--- src/rtl/mv_min_sel_pkg.sv ---
// Shared types and default parameters for the motion-vector decision stage.
package mv_min_sel_pkg;

    localparam int unsigned DEF_WORD_WIDTH = 8;
    localparam int unsigned DEF_BLK        = 16;
    localparam int unsigned DEF_SR         = 8;

    typedef enum logic [1:0] {
        ST_IDLE = 2'd0,
        ST_SCAN = 2'd1,
        ST_DONE = 2'd2
    } state_t;

endpackage

--- src/rtl/mv_min_sel_sad_cmp.sv ---
// Decides whether the current candidate replaces the running minimum.
module mv_min_sel_sad_cmp #(
    parameter int unsigned SAD_W = 16
) (
    input  logic [SAD_W-1:0] sad_in,
    input  logic [SAD_W-1:0] min_sad,
    input  logic             is_first,
    input  logic             is_zero_mv,
    output logic             take
);

    // First candidate always loads; otherwise strictly smaller, or equal at the zero vector
    always_comb begin
        take = is_first
            || (sad_in < min_sad)
            || (is_zero_mv && (sad_in == min_sad));
    end

endmodule

--- src/rtl/mv_min_sel.sv ---
// Tracks the minimum SAD over a raster-ordered search window and emits the best MV.
module mv_min_sel
    import mv_min_sel_pkg::*;
#(
    parameter int unsigned WORD_WIDETH = DEF_WORD_WIDTH,
    parameter int unsigned BLK         = DEF_BLK,
    parameter int unsigned SR          = DEF_SR,
    parameter int unsigned SAD_W       = WORD_WIDETH + 2 * $clog2(BLK),
    parameter int unsigned MV_W        = $clog2(SR) + 2
) (
    input  logic                    clk,
    input  logic                    rst,
    input  logic                    block_start,
    input  logic                    sad_valid,
    input  logic [SAD_W-1:0]        sad_in,
    output logic                    busy,
    output logic                    mv_valid,
    output logic signed [MV_W-1:0]  mv_x,
    output logic signed [MV_W-1:0]  mv_y,
    output logic [SAD_W-1:0]        best_sad
);

    localparam int unsigned CNT_W = $clog2(2 * SR);
    localparam logic [CNT_W-1:0] CNT_MAX = CNT_W'(2 * SR - 1);
    localparam logic [CNT_W-1:0] CNT_ZERO_MV = CNT_W'(SR);

    state_t           state;
    state_t           state_next;

    logic [CNT_W-1:0] cx;
    logic [CNT_W-1:0] cy;
    logic [SAD_W-1:0] min_sad;
    logic [CNT_W-1:0] min_x;
    logic [CNT_W-1:0] min_y;

    logic             accept;
    logic             first;
    logic             last;
    logic [CNT_W-1:0] cur_x;
    logic [CNT_W-1:0] cur_y;
    logic             zero_mv;
    logic             take;
    logic [CNT_W-1:0] fin_x;
    logic [CNT_W-1:0] fin_y;

    // State register
    always_ff @(posedge clk) begin
        if (rst) begin
            state <= ST_IDLE;
        end else begin
            state <= state_next;
        end
    end

    // Next-state: block_start restarts from any state
    always_comb begin
        state_next = state;
        if (block_start) begin
            state_next = ST_SCAN;
        end else begin
            case (state)
                ST_IDLE: state_next = ST_IDLE;
                ST_SCAN: if (last) state_next = ST_DONE;
                ST_DONE: state_next = ST_IDLE;
                default: state_next = ST_IDLE;
            endcase
        end
    end

    // Decode of the accepted candidate: coordinates, first/last flags
    always_comb begin
        accept = 1'b0;
        first  = 1'b0;
        last   = 1'b0;
        cur_x  = cx;
        cur_y  = cy;
        if (block_start) begin
            accept = sad_valid;
            first  = 1'b1;
            cur_x  = '0;
            cur_y  = '0;
        end else if (state == ST_SCAN) begin
            accept = sad_valid;
            first  = (cx == '0) && (cy == '0);
            last   = sad_valid && (cx == CNT_MAX) && (cy == CNT_MAX);
        end
    end

    assign zero_mv = (cur_x == CNT_ZERO_MV) && (cur_y == CNT_ZERO_MV);

    mv_min_sel_sad_cmp #(
        .SAD_W (SAD_W)
    ) u_sad_cmp (
        .sad_in     (sad_in),
        .min_sad    (min_sad),
        .is_first   (first),
        .is_zero_mv (zero_mv),
        .take       (take)
    );

    // Winner including the candidate sampled this cycle
    assign fin_x = take ? cur_x : min_x;
    assign fin_y = take ? cur_y : min_y;

    // Counters, running minimum and registered outputs
    always_ff @(posedge clk) begin
        if (rst) begin
            cx       <= '0;
            cy       <= '0;
            min_sad  <= '0;
            min_x    <= '0;
            min_y    <= '0;
            busy     <= 1'b0;
            mv_valid <= 1'b0;
            mv_x     <= '0;
            mv_y     <= '0;
            best_sad <= '0;
        end else begin
            busy     <= (state_next == ST_SCAN);
            mv_valid <= (state_next == ST_DONE);

            if (block_start) begin
                cx <= accept ? CNT_W'(1) : '0;
                cy <= '0;
            end else if (last) begin
                cx <= '0;
                cy <= '0;
            end else if (accept) begin
                if (cx == CNT_MAX) begin
                    cx <= '0;
                    cy <= cy + CNT_W'(1);
                end else begin
                    cx <= cx + CNT_W'(1);
                end
            end

            if (accept && take) begin
                min_sad <= sad_in;
                min_x   <= cur_x;
                min_y   <= cur_y;
            end

            if (last) begin
                best_sad <= take ? sad_in : min_sad;
                mv_x     <= MV_W'(fin_x) - MV_W'(SR);
                mv_y     <= MV_W'(fin_y) - MV_W'(SR);
            end
        end
    end

endmodule

--- config.mk ---
export PLATFORM = sky130hd
export DESIGN_NAME = mv_min_sel
export DESIGN_NICKNAME = d
export VERILOG_FILES = /design/src/rtl/mv_min_sel_pkg.sv /design/src/rtl/mv_min_sel_sad_cmp.sv /design/src/rtl/mv_min_sel.sv
export SDC_FILE = /design/constraint.sdc
export NUM_CORES = 1
export LEC_CHECK = 0
export ABC_AREA = 1
export CAP_MARGIN = 15
export CORE_MARGIN = 8
export CORE_UTILIZATION = 54
export CTS_CLUSTER_SIZE = 40
export DETAILED_ROUTE_END_ITERATION = 10
export PLACE_DENSITY_LB_ADDON = 0.1
export SYNTH_ARGS = -nofsm -noshare
export SYNTH_HDL_FRONTEND = slang
export SYNTH_SLANG_ARGS = --single-unit
--- constraint.sdc ---
create_clock -name clk -period 2.2 [get_ports clk]
set_input_delay 0.22 -clock clk [delete_from_list [all_inputs] [get_ports clk]]
set_output_delay 0.22 -clock clk [all_outputs]
set_load 0.02 [all_outputs]
Word-level counts from Yosys, hierarchy flattened
Cells that the tools add are included.
{ "totals": {"regBits": 62, "inputBits": 20, "out_inout_bits": 28, "word_cells": 56} }
{ "op_classes": {"addsub": 4, "magnitude_cmp": 1, "eq_ne": 8, "mux": 19, "n_reduce_logical": 13} }
{ "ops": {"columns": ["operator", "n"], "rows": [
  ["$mux W4", 8],
  ["$eq A16 B16 Y1", 1],
  ["$eq A4 B4 Y1 const B", 4],
  ["$lt A16 B16 Y1", 1],
  ["$mux W16", 1],
  ["$sub A4 B4 Y5 const B", 2],
  ["$add A4 B1 Y4 const B", 2],
  ["$logic_not A4 Y1", 2],
  ["$mux W1", 7],
  ["$logic_and A1 B1 Y1", 6],
  ["$mux W2", 3],
  ["$eq A2 B1 Y1 const B", 2],
  ["$reduce_bool A3 Y1", 1],
  ["$reduce_or A3 Y1", 1],
  ["$eq A2 B2 Y1 const B", 1],
  ["$logic_or A1 B1 Y1", 2],
  ["$reduce_and A2 Y1", 1]
]} }

Logic depth before layout (Yosys ltp)
Gate-level depths: netlist of run 1.
{ "logic_depth": {"word_depth": 9, "depth_mapped": 17, "mapped_depth_nobuf": 16} }

Hierarchy
From an unflattened synthesis of run 1, not the netlist that was laid out.
{ "unflattened": {"hier_cells": 462, "area_unflattened_um2": 3139.3} }
{ "modules_own_cells": {"columns": ["module", "n_inst", "cells_each", "area_each_um2", "seq_area_each_um2"], "rows": [
  ["mv_min_sel", 1, 387, 2663.8, 1201.2],
  ["mv_min_sel_sad_cmp", 1, 75, 475.5, 0.0]
]} }

Worst setup path after synthesis of run 1
OpenSTA, ideal clock, no wires.
{ "synth_timing": {"path_kind": "register -> register", "from": "register min_sad[7]", "to": "register best_sad[10]", "setup_ns": 0.113, "t_arrival_ns": 1.643, "required_ns": 2.087, "path_slack_ns": 0.444, "path_stages_with_launch": 14, "path_buffers": 2, "synth_period_minus_slack_ns": 1.756, "cell_sequence": "dfxtp_1 -> inv_1 -> ha_1 -> nand2_1 -> nor2_1 -> nand2_1 -> nand2_1 -> nand2_1 -> nand2_1 -> buf_2 -> buf_2 -> nand3_1 -> nand3_1 -> nand2_1"} }
{ "synth_between": {"elab_chain_cells": 4, "word_cells_on_any_way": 6, "cone_classes": "1 x order compare; 1 x eq/ne; 1 x mux; 3 x reduce/logical"} }
{ "synth_lines": {"columns": ["item", "line", "rtl"], "rows": [
  ["from (decl)", "mv_min_sel.sv:32", "logic [SAD_W-1:0] min_sad;"],
  ["from (signal assigned)", "mv_min_sel.sv:138", "min_sad <= sad_in;"],
  ["$lt A16 B16 Y1 or $eq A16 B16 Y1 (tied branches)", "mv_min_sel_sad_cmp.sv:15, mv_min_sel_sad_cmp.sv:16", null],
  ["$logic_or A1 B1 Y1 or $logic_and A1 B1 Y1 (tied branches)", "mv_min_sel_sad_cmp.sv:15, mv_min_sel_sad_cmp.sv:16", null],
  ["$logic_or A1 B1 Y1 (*)", "mv_min_sel_sad_cmp.sv:16", "|| (is_zero_mv && (sad_in == min_sad));"],
  ["$mux W16 (*)", "mv_min_sel.sv:144", "best_sad <= take ? sad_in : min_sad;"],
  ["to (signal assigned)", "mv_min_sel.sv:144", null],
  ["to (decl)", "mv_min_sel.sv:20", "output logic [SAD_W-1:0] best_sad"]
]} }
Mark *: on every way between the ends. The rest lies on a longest branch, timed or not.
A chain may end at the register's enable or synchronous reset.

Worst setup path after layout of run 1
{ "layout_timing": {"from": "register min_sad[15]", "to": "register min_sad[1]"} }
{ "layout_between": {"elab_chain_cells": 4, "word_cells_on_any_way": 6, "cone_classes": "1 x order compare; 1 x eq/ne; 4 x reduce/logical"} }
{ "layout_lines": {"columns": ["item", "line", "rtl"], "rows": [
  ["$lt A16 B16 Y1 or $eq A16 B16 Y1 (tied branches)", "mv_min_sel_sad_cmp.sv:15, mv_min_sel_sad_cmp.sv:16", null],
  ["$logic_or A1 B1 Y1 or $logic_and A1 B1 Y1 (tied branches)", "mv_min_sel_sad_cmp.sv:15, mv_min_sel_sad_cmp.sv:16", null],
  ["$logic_or A1 B1 Y1 (*)", "mv_min_sel_sad_cmp.sv:16", null],
  ["$logic_and A1 B1 Y1 (*)", "mv_min_sel.sv:137", "if (accept && take) begin"]
]} }
Marked as above.

==> results of run 1 <==
cell type report:
class / count / share of cell area
sequential: 60 / 0.296
clock inverter: 6 / 0.0216
tap: 75 / 0.0231
multi-input combinational: 325 / 0.420
timing repair buffer: 60 / 0.155
clock buffer: 10 / 0.0339
inverter: 54 / 0.0499
through the flow:
stage               area (um2)  setup slack [ns]  hold slack [ns]  utilization  instances
floorplan                 3300             0.444            0.355            -        466
global placement          3830            0.0110            0.458        0.648        574
detailed placement        3830          -0.00266            0.460        0.648        574
CTS                       4060             0.239            0.473        0.686        590
global route              4060            0.0278            0.487        0.686        590
finish                    4060             0.251            0.469        0.686        590
synthesized netlist by cell type:
master	instances	area share
sky130_fd_sc_hd__nand4_4	1	0.0064
sky130_fd_sc_hd__a21o_1	1	0.0023
sky130_fd_sc_hd__buf_12	1	0.0061
sky130_fd_sc_hd__buf_8	1	0.0045
sky130_fd_sc_hd__buf_1	1	0.0011
sky130_fd_sc_hd__a21oi_4	1	0.0049
sky130_fd_sc_hd__clkbuf_1	8	0.0091
sky130_fd_sc_hd__inv_1	50	0.057
sky130_fd_sc_hd__nor2_1	44	0.050
sky130_fd_sc_hd__a211oi_1	1	0.0023
sky130_fd_sc_hd__a21oi_1	21	0.032
sky130_fd_sc_hd__o21ai_1	8	0.012
sky130_fd_sc_hd__nand2_1	110	0.13
sky130_fd_sc_hd__nand2_4	2	0.0068
sky130_fd_sc_hd__nand2_2	1	0.0019
sky130_fd_sc_hd__a21oi_2	12	0.032
sky130_fd_sc_hd__dfxtp_1	60	0.36
sky130_fd_sc_hd__buf_4	5	0.011
sky130_fd_sc_hd__nor3_1	2	0.0030
sky130_fd_sc_hd__o211ai_1	1	0.0023
sky130_fd_sc_hd__o21ai_0	6	0.0091
sky130_fd_sc_hd__nor3b_1	1	0.0023
sky130_fd_sc_hd__inv_2	4	0.0045
sky130_fd_sc_hd__nor3_2	1	0.0030
sky130_fd_sc_hd__nand4_1	4	0.0076
sky130_fd_sc_hd__nor2_4	2	0.0068
sky130_fd_sc_hd__nor2_2	2	0.0038
sky130_fd_sc_hd__buf_6	5	0.017
sky130_fd_sc_hd__nand3_1	84	0.13
sky130_fd_sc_hd__ha_1	20	0.076
sky130_fd_sc_hd__buf_2	6	0.0091
layer usage:
metal / vias to the layer above / routed length [um] / GRT usage
met5: - / 0 / 0
met4: 0 / 136 / 0.0872
met2: 67 / 3830 / 0.325
met3: 18 / 352 / 0.0328
met1: 1431 / 3700 / 0.233
li1: 1585 / - / -
critical path, cell delays in order (launching register included):
cell	delay, ns
sky130_fd_sc_hd__dfxtp_1	0.36
sky130_fd_sc_hd__inv_1	0.07
sky130_fd_sc_hd__ha_1	0.32
sky130_fd_sc_hd__nand4_1	0.13
sky130_fd_sc_hd__nor2_1	0.18
sky130_fd_sc_hd__nand2_1	0.08
sky130_fd_sc_hd__nor2_1	0.12
sky130_fd_sc_hd__nor2_2	0.07
sky130_fd_sc_hd__nand2_4	0.15
sky130_fd_sc_hd__nand2_4	0.16
sky130_fd_sc_hd__nand2_1	0.10
sky130_fd_sc_hd__nand2_1	0.05
sky130_fd_sc_hd__nor2_1	0.09
sequential cells by signal, summed over array words and instances, names as in the netlist:
name      cells
mv_x          4
cy            4
min_sad      16
mv_y          4
min_y         4
state         2
min_x         4
mv_valid      1
busy          1
cx            4
best_sad     16
power by group:
part	total [uW]	switching (uW)	internal (uW)
sequential	1150	22.6	1130
combinational	505	298	206
clock	1120	459	666
total	2780	780	2000
cell families (layout without fill, tap and decap cells):
group | Yosys count | after routing | synth area share
AOI/OAI and AO/OA | 51 | 51 | 0.0966
and+or+nand+nor | 254 | 254 | 0.344
DFF | 60 | 60 | 0.364
buffers and inverters | 81 | 130 | 0.120
adders and majority gates | 20 | 20 | 0.0758
path summary, 6_finish.rpt:
| path | cells past startpoint | from | end | slack [ns] |
|---|---|---|---|---|
| worst min-delay path | 2 | best_sad[7] | best_sad[7] | 0.47 |
| worst min register to register | 2 | best_sad[7] | best_sad[7] | 0.47 |
| worst max register to register | 12 | min_sad[15] | min_sad[1] | 0.25 |
| worst max-delay path | 12 | min_sad[15] | min_sad[1] | 0.25 |
==> results.txt, run 1 <==
- Die Span X: 94.2 um
* Clk root buf: sky130_fd_sc_hd__clkbuf_8
- The worst setup path is launched from a flop.
* DRC Markers: 0
- From synthesis to final layout, the design area changed by 22.9%.
- Number of routed nets with antenna violations: 0
- Pleak: 0.00184 uW
* Distinct cell type count after synthesis: 31
- Final GP Congestion: approximately 0.84
- Number of synthesized register bits: 60
- The via count of the first global-routing pass came to 3021.
- Worst hold path class: reg -> reg
- TritonCTS clock tree: done
* Cts bufs inserted: 9
- Synthesis produced a netlist whose cell count is 466.
- Overall global routing resource usage: 0.193
- Setup tns final: 0 ns
- Most frequent cells in the layout: 110 x sky130_fd_sc_hd__nand2_1, 84 x sky130_fd_sc_hd__nand3_1, 60 x sky130_fd_sc_hd__dfxtp_1
- PortBufs: 47
- For the pin with the worst max-slew slack, the measured transition is between 0.3 and 0.4 ns.
- The die is between 90 and 100 um tall.
* Fraction of final layout cells with drive strength greater than 1: 0.107
- Flip-flop and latch area: between 0.001 and 0.0015 mm2
- In the final design database the tool counted 550 nets.
- Syn Area/Cell: 7.09 um2
* Post-Syn Area: 0.00330 mm2
- For this configuration, the core starts out at a cell density of 0.558.
- Entering global routing, the biggest net connects 34 pins.
* Clk slew on worst S/H paths: 0.07 ns
* Layout filler cell count: 532
- The number of setup buffers added after CTS is 0.
* Clock insertion delay at the later pin of the skew report: 0.34 ns
* Pwr per Cell Area: 686 mW/mm2
- Setup Crit Path Kind: reg -> reg
- Vias: between 3000 and 4000
- For this design the top-level I/O count stands at 48.
* Most common cell after layout, fill and taps aside: sky130_fd_sc_hd__nand2_1
- The multi-input combinational cells in the finished layout cover a total of 0.00171 mm2.
- For the final database, setup skew stands at 0.00651 ns.
- Largest vdd supply drop: 437 uV
* Routed wirelength normalized by instance count: 13.6 um
- Highest clock frequency the design can meet: 513 MHz
- After detailed routing, the total wire length is 8030 um.
* Unrepaired setup endpoints after global routing: false
- Total number of H-tree levels: 3
- Row count: 28
- Number of endpoints failing setup at the final stage: 0
* Maximum number of buffers from clock root to sink: 2
* Count of maximum capacitance violations: 0
* Required time reported for the critical path endpoint: 2.48 ns
- Core Region: 0.00592 mm2
* Count of synthesis-stage warnings from yosys: 0
* Via/cell ratio: about 5.3
- Headroom to the max-slew limit: 0.764
* Number of antenna violations at the first check in global routing: 0
- The number of antenna diodes in the final layout is 0.
- Net Count, Synth: roughly 500
* Die Outline Area: 0.00887 mm2
- Of the synthesized area, sequential elements account for 0.364.
- CTS sink count: 60
- Drt initial violations: roughly 180
- The first global-routing pass estimated 13900 um of wire.
- Top fanout value on the critical path: 19
* Final clock period utilization by the worst path: 0.886
- The run finished with clean final reports.
- Global-route congestion overflow total: 0
* Number of pins exceeding their max-slew limit in the final report: 0
* Critical path arrival: 2.22 ns
* Power, Total: 2780 uW
* Endpoint kind of the worst setup timing path: flop
- After clock tree synthesis, the repair step resized 0 gates.
- For this run, the detailed router's first-pass iteration total came to 4.
* Detailed placement HPWL: 5640 um
* Number of hold violations in the final report: 0
- Number of hold-repair buffers added at the cts stage: 0
- Time the final worst path needs with I/O delays and setup: 1.95 ns
No activity file was read; power rests on OpenSTA's default activity.
==> run 2, diff against run 1 <==
--- a/config.mk
+++ b/config.mk
@@ -8,9 +8,10 @@
 export ABC_AREA = 1
 export CAP_MARGIN = 15
 export CORE_MARGIN = 8
-export CORE_UTILIZATION = 54
+export CORE_UTILIZATION = 55
 export CTS_CLUSTER_SIZE = 40
 export DETAILED_ROUTE_END_ITERATION = 10
+export DONT_BUFFER_PORTS = 1
 export PLACE_DENSITY_LB_ADDON = 0.1
 export SYNTH_ARGS = -nofsm -noshare
 export SYNTH_HDL_FRONTEND = slang
==> run 2 against run 1 <==
Net effect:
- first-iteration DRC count fell by 17%
- via count is 6.8% lower
- final area fell by 13%
- global-route usage down 1.2 points
- core utilization fell by 7.9 points
- worst setup slack improved by 0.0033 ns
- hold slack worse by 0.45 ns
- critical path type unchanged
- critical endpoint is now min_y[0]
- largest power group unchanged
- highest routed layer unchanged
==> results.txt, run 2 (synthesis results as in run 1) <==
- The flow ran to the end, and the final reports show no timing, DRC or antenna violations.
* Crit-path slowest cell: sky130_fd_sc_hd__dfxtp_1
- PortBufs: 0 (-100%)
- TritonCTS clock tree: done
- The maximum fanout along the worst path was 23 (+4).
- In the layout the commonest cells are 110 x sky130_fd_sc_hd__nand2_1, 84 x sky130_fd_sc_hd__nand3_1, 60 x sky130_fd_sc_hd__dfxtp_1.
- The number of filler cells placed in the layout came to 572 (+7.5%).
- Internal Dissipation: 1820 uW (-9.3%)
* Drt initial violations: 151 (-17%)
- The number of diodes was 0 (unchanged).
- Final setup skew: 0.00581 ns (-0.000702 ns)
- Setup crit start kind: flop
* Setup tns final: 0 ns (unchanged)
* Largest stage delay on the critical path: 0.34 ns (-0.02 ns)
* Endpoint kind of the worst setup timing path: flop
* Share of power burned in the clock network: 0.368 (-0.036)
* Pleak: 0.00166 uW (-9.4%)
- Number of endpoints failing setup at the final stage: 0 (unchanged)
* Vias: 2891 (-6.8%)
* Combinational share of power: 0.179 (-0.002)
- Bufs and invs on worst path: 2 (+1)
- Setup Crit Path Kind: reg -> reg
* Largest vdd supply drop: 516 uV (+18%)
- Die Span X: 93.5 um (-0.76%)
- In this run the worst hold path is classified as in -> reg.
- Clk slew on worst S/H paths: 0.06 ns (about the same)
- The relative slew slack was 0.693 (-0.0709).
- The clock tree buffer depth came to 2 (unchanged).
- Die Outline Area: 0.00874 mm2 (-1.5%)
- Worst Slack Setup Final: 0.255 ns (+0.00328 ns)
- Critical path arrival: 2.16 ns (-0.06 ns)
* Crit path max-delay family: simple AND/OR/NAND/NOR gates
* Final-layout worst hold slack: 0.0151 ns (-0.454 ns)
- DRC Markers: 0 (unchanged)
* Global-route congestion overflow total: 0 (unchanged)
* Fraction of final layout cells with drive strength greater than 1: 0.117 (+0.0102)
- First-pass GRT wire length: 12600 um (-9.3%)
- The routability-driven placement congestion ratio came to 0.836 (-0.57%).
- The proportion of power drawn by flip-flops and latches was 0.454 (+0.040).
- The library cell used most frequently in the layout, excluding fill and tap cells, is sky130_fd_sc_hd__nand2_1.
- Traced cell by cell, the critical path runs through inv_1 -> ha_1 -> nand4_1 -> nor2_1 -> nand2_1 -> nor2_1 -> nor2_2 -> nand2_4 -> buf_12 -> nand3_1 -> nand2_1 -> nor2_1.
- Most prevalent standard cell on the critical path: sky130_fd_sc_hd__nor2_1
* Post-placement setup slack: 0.216 ns (+0.218 ns)
* Largest regs: best_sad: 16 flops, min_sad: 16 flops
- Switching fraction of total power: 0.286 (+0.00587)
- Routed wirelength normalized by instance count: 13.9 um (+2.0%)
- Total length of routed wires: 7560 um (-5.8%)
- The final HPWL from detailed placement came to 5250 um (-6.9%).
* Initial DRT Pass Iterations: 4 (unchanged)
- Vertical die dimension: 93.5 um (-0.76%)
- Number of antenna violations at the first check in global routing: 0 (unchanged)
- Core Region: 0.00585 mm2 (-1.2%)
- The per-cell via count in the routed design was 5.30 (+0.93%).
* Initial Util: 0.564 (+0.00668)
- The total number of placement rows came to 28 (unchanged).
- The largest net degree at the start of global routing was 32 (-5.9%).
* Clk root buf: sky130_fd_sc_hd__clkbuf_8
* Worst-margin pin slew: 0.460 ns (+0.106 ns)
- Pwr per Cell Area: 717 mW/mm2 (+4.5%)
- The number of nets with antenna violations after detailed routing is 0 (unchanged).
- Number of pins exceeding their max-slew limit in the final report: 0 (unchanged)
- Post-CTS resize count: 0 (unchanged)
- I/O pin count: 48 (unchanged)
- Switching pwr: 728 uW (-6.6%)
- Highest clock frequency the design can meet: 514 MHz (+0.17%)
* Area overhead of the layout relative to synthesis: 7.54%
* Flip-flop and latch area: 0.00120 mm2 (unchanged)
- The final net count is 505 (-8.2%).
- The count of endpoints failing hold in the final timing report is 0 (unchanged).
* Total number of H-tree levels: 3 (unchanged)
- Required time reported for the critical path endpoint: 2.42 ns (-0.06 ns)
* Clock insertion delay at the later pin of the skew report: 0.34 ns (about the same)
* CTS sink count: 60 (unchanged)
- Overall global routing resource usage: 0.181 (-0.0116)
* Final clock period utilization by the worst path: 0.884 (-0.00149)
- The via count of the first global-routing pass came to 2668 (-12%).
- Setup repair after global routing left no endpoint under its margin.
- Count of maximum capacitance violations: 0 (unchanged)
- Cts bufs inserted: 9 (unchanged)
- The area of the multi-input gates came to 0.00171 mm2 (unchanged).
- Time the final worst path needs with I/O delays and setup: 1.95 ns (-0.00328 ns)
==> run 2: cell type report <==
class / instances / share of cell area
multi-input cells: 325 / 0.480
inverters: 54 / 0.0571
clock buffers: 10 / 0.0359
repair buffers: 15 / 0.0465
flip-flops and latches: 60 / 0.338
well taps: 75 / 0.0264
clock inverters: 6 / 0.0155
==> run 2: worst register-to-register path, stage by stage (launching register included) <==
cell                      delay, ns
sky130_fd_sc_hd__dfxtp_1       0.34
sky130_fd_sc_hd__inv_1         0.06
sky130_fd_sc_hd__ha_1          0.31
sky130_fd_sc_hd__nand4_1       0.13
sky130_fd_sc_hd__nor2_1        0.20
sky130_fd_sc_hd__nand2_1       0.07
sky130_fd_sc_hd__nor2_1        0.12
sky130_fd_sc_hd__nor2_2        0.08
sky130_fd_sc_hd__nand2_4       0.14
sky130_fd_sc_hd__buf_12        0.18
sky130_fd_sc_hd__nand3_1       0.09
sky130_fd_sc_hd__nand2_1       0.07
sky130_fd_sc_hd__nor2_1        0.04
==> run 2: metrics by stage <==
| step | std cells | instance area, um2 | power, uW | utilization |
|---|---|---|---|---|
| global route | 545 | 3550 | 2700 | 0.607 |
| detailed placement | 525 | 3340 | 1620 | 0.570 |
| floorplan | 466 | 3300 | 1550 | - |
| CTS | 542 | 3530 | 2560 | 0.603 |
| global placement | 525 | 3340 | 1610 | 0.570 |
| finish | 545 | 3550 | 2540 | 0.607 |
==> run 2: per-layer routing <==
layer / global-route usage / vias up / wire length [um]
met4: 0.102 / 0 / 203
met1: 0.224 / 1308 / 3460
met5: 0 / - / 0
met2: 0.279 / 73 / 3420
li1: - / 1496 / -
met3: 0.0473 / 14 / 475
==> run 2: repair_timing <==
item                                    4_1_cts  5_1_grt
hold buffers                                  1        0
buffers inserted                              0        3
endpoints found under the hold margin         8        0
endpoints found under the setup margin        0        5
==> run 2: path summary, 6_finish.rpt <==
kind	from	endpoint	slack [ns]	depth (start not counted)
worst max-delay path	min_sad[15]	min_y[0]	0.25	12
worst min-delay path	sad_in[2]	min_sad[2]	0.02	2
worst max register to register	min_sad[15]	min_y[0]	0.25	12
worst min register to register	min_sad[14]	min_sad[14]	0.49	2
==> run 2: power by group through the flow <==
stage	Sequential [uW]	Combinational [uW]	Clock, uW
2_1_floorplan	1170	375	0
3_3_place_gp	1180	432	0
3_5_place_dp	1180	438	0
4_1_cts	1150	445	961
5_1_grt	1160	524	1020
6_report	1150	454	936
==> run 3, diff against run 2 <==
--- a/config.mk
+++ b/config.mk
@@ -8,11 +8,11 @@
 export ABC_AREA = 1
 export CAP_MARGIN = 15
 export CORE_MARGIN = 8
-export CORE_UTILIZATION = 55
+export CORE_UTILIZATION = 54
 export CTS_CLUSTER_SIZE = 40
 export DETAILED_ROUTE_END_ITERATION = 10
-export DONT_BUFFER_PORTS = 1
 export PLACE_DENSITY_LB_ADDON = 0.1
+export SLEW_MARGIN = 20
 export SYNTH_ARGS = -nofsm -noshare
 export SYNTH_HDL_FRONTEND = slang
 export SYNTH_SLANG_ARGS = --single-unit
==> results of run 3 <==
The final DEF is identical to that of run 1; final timing and power are the same.
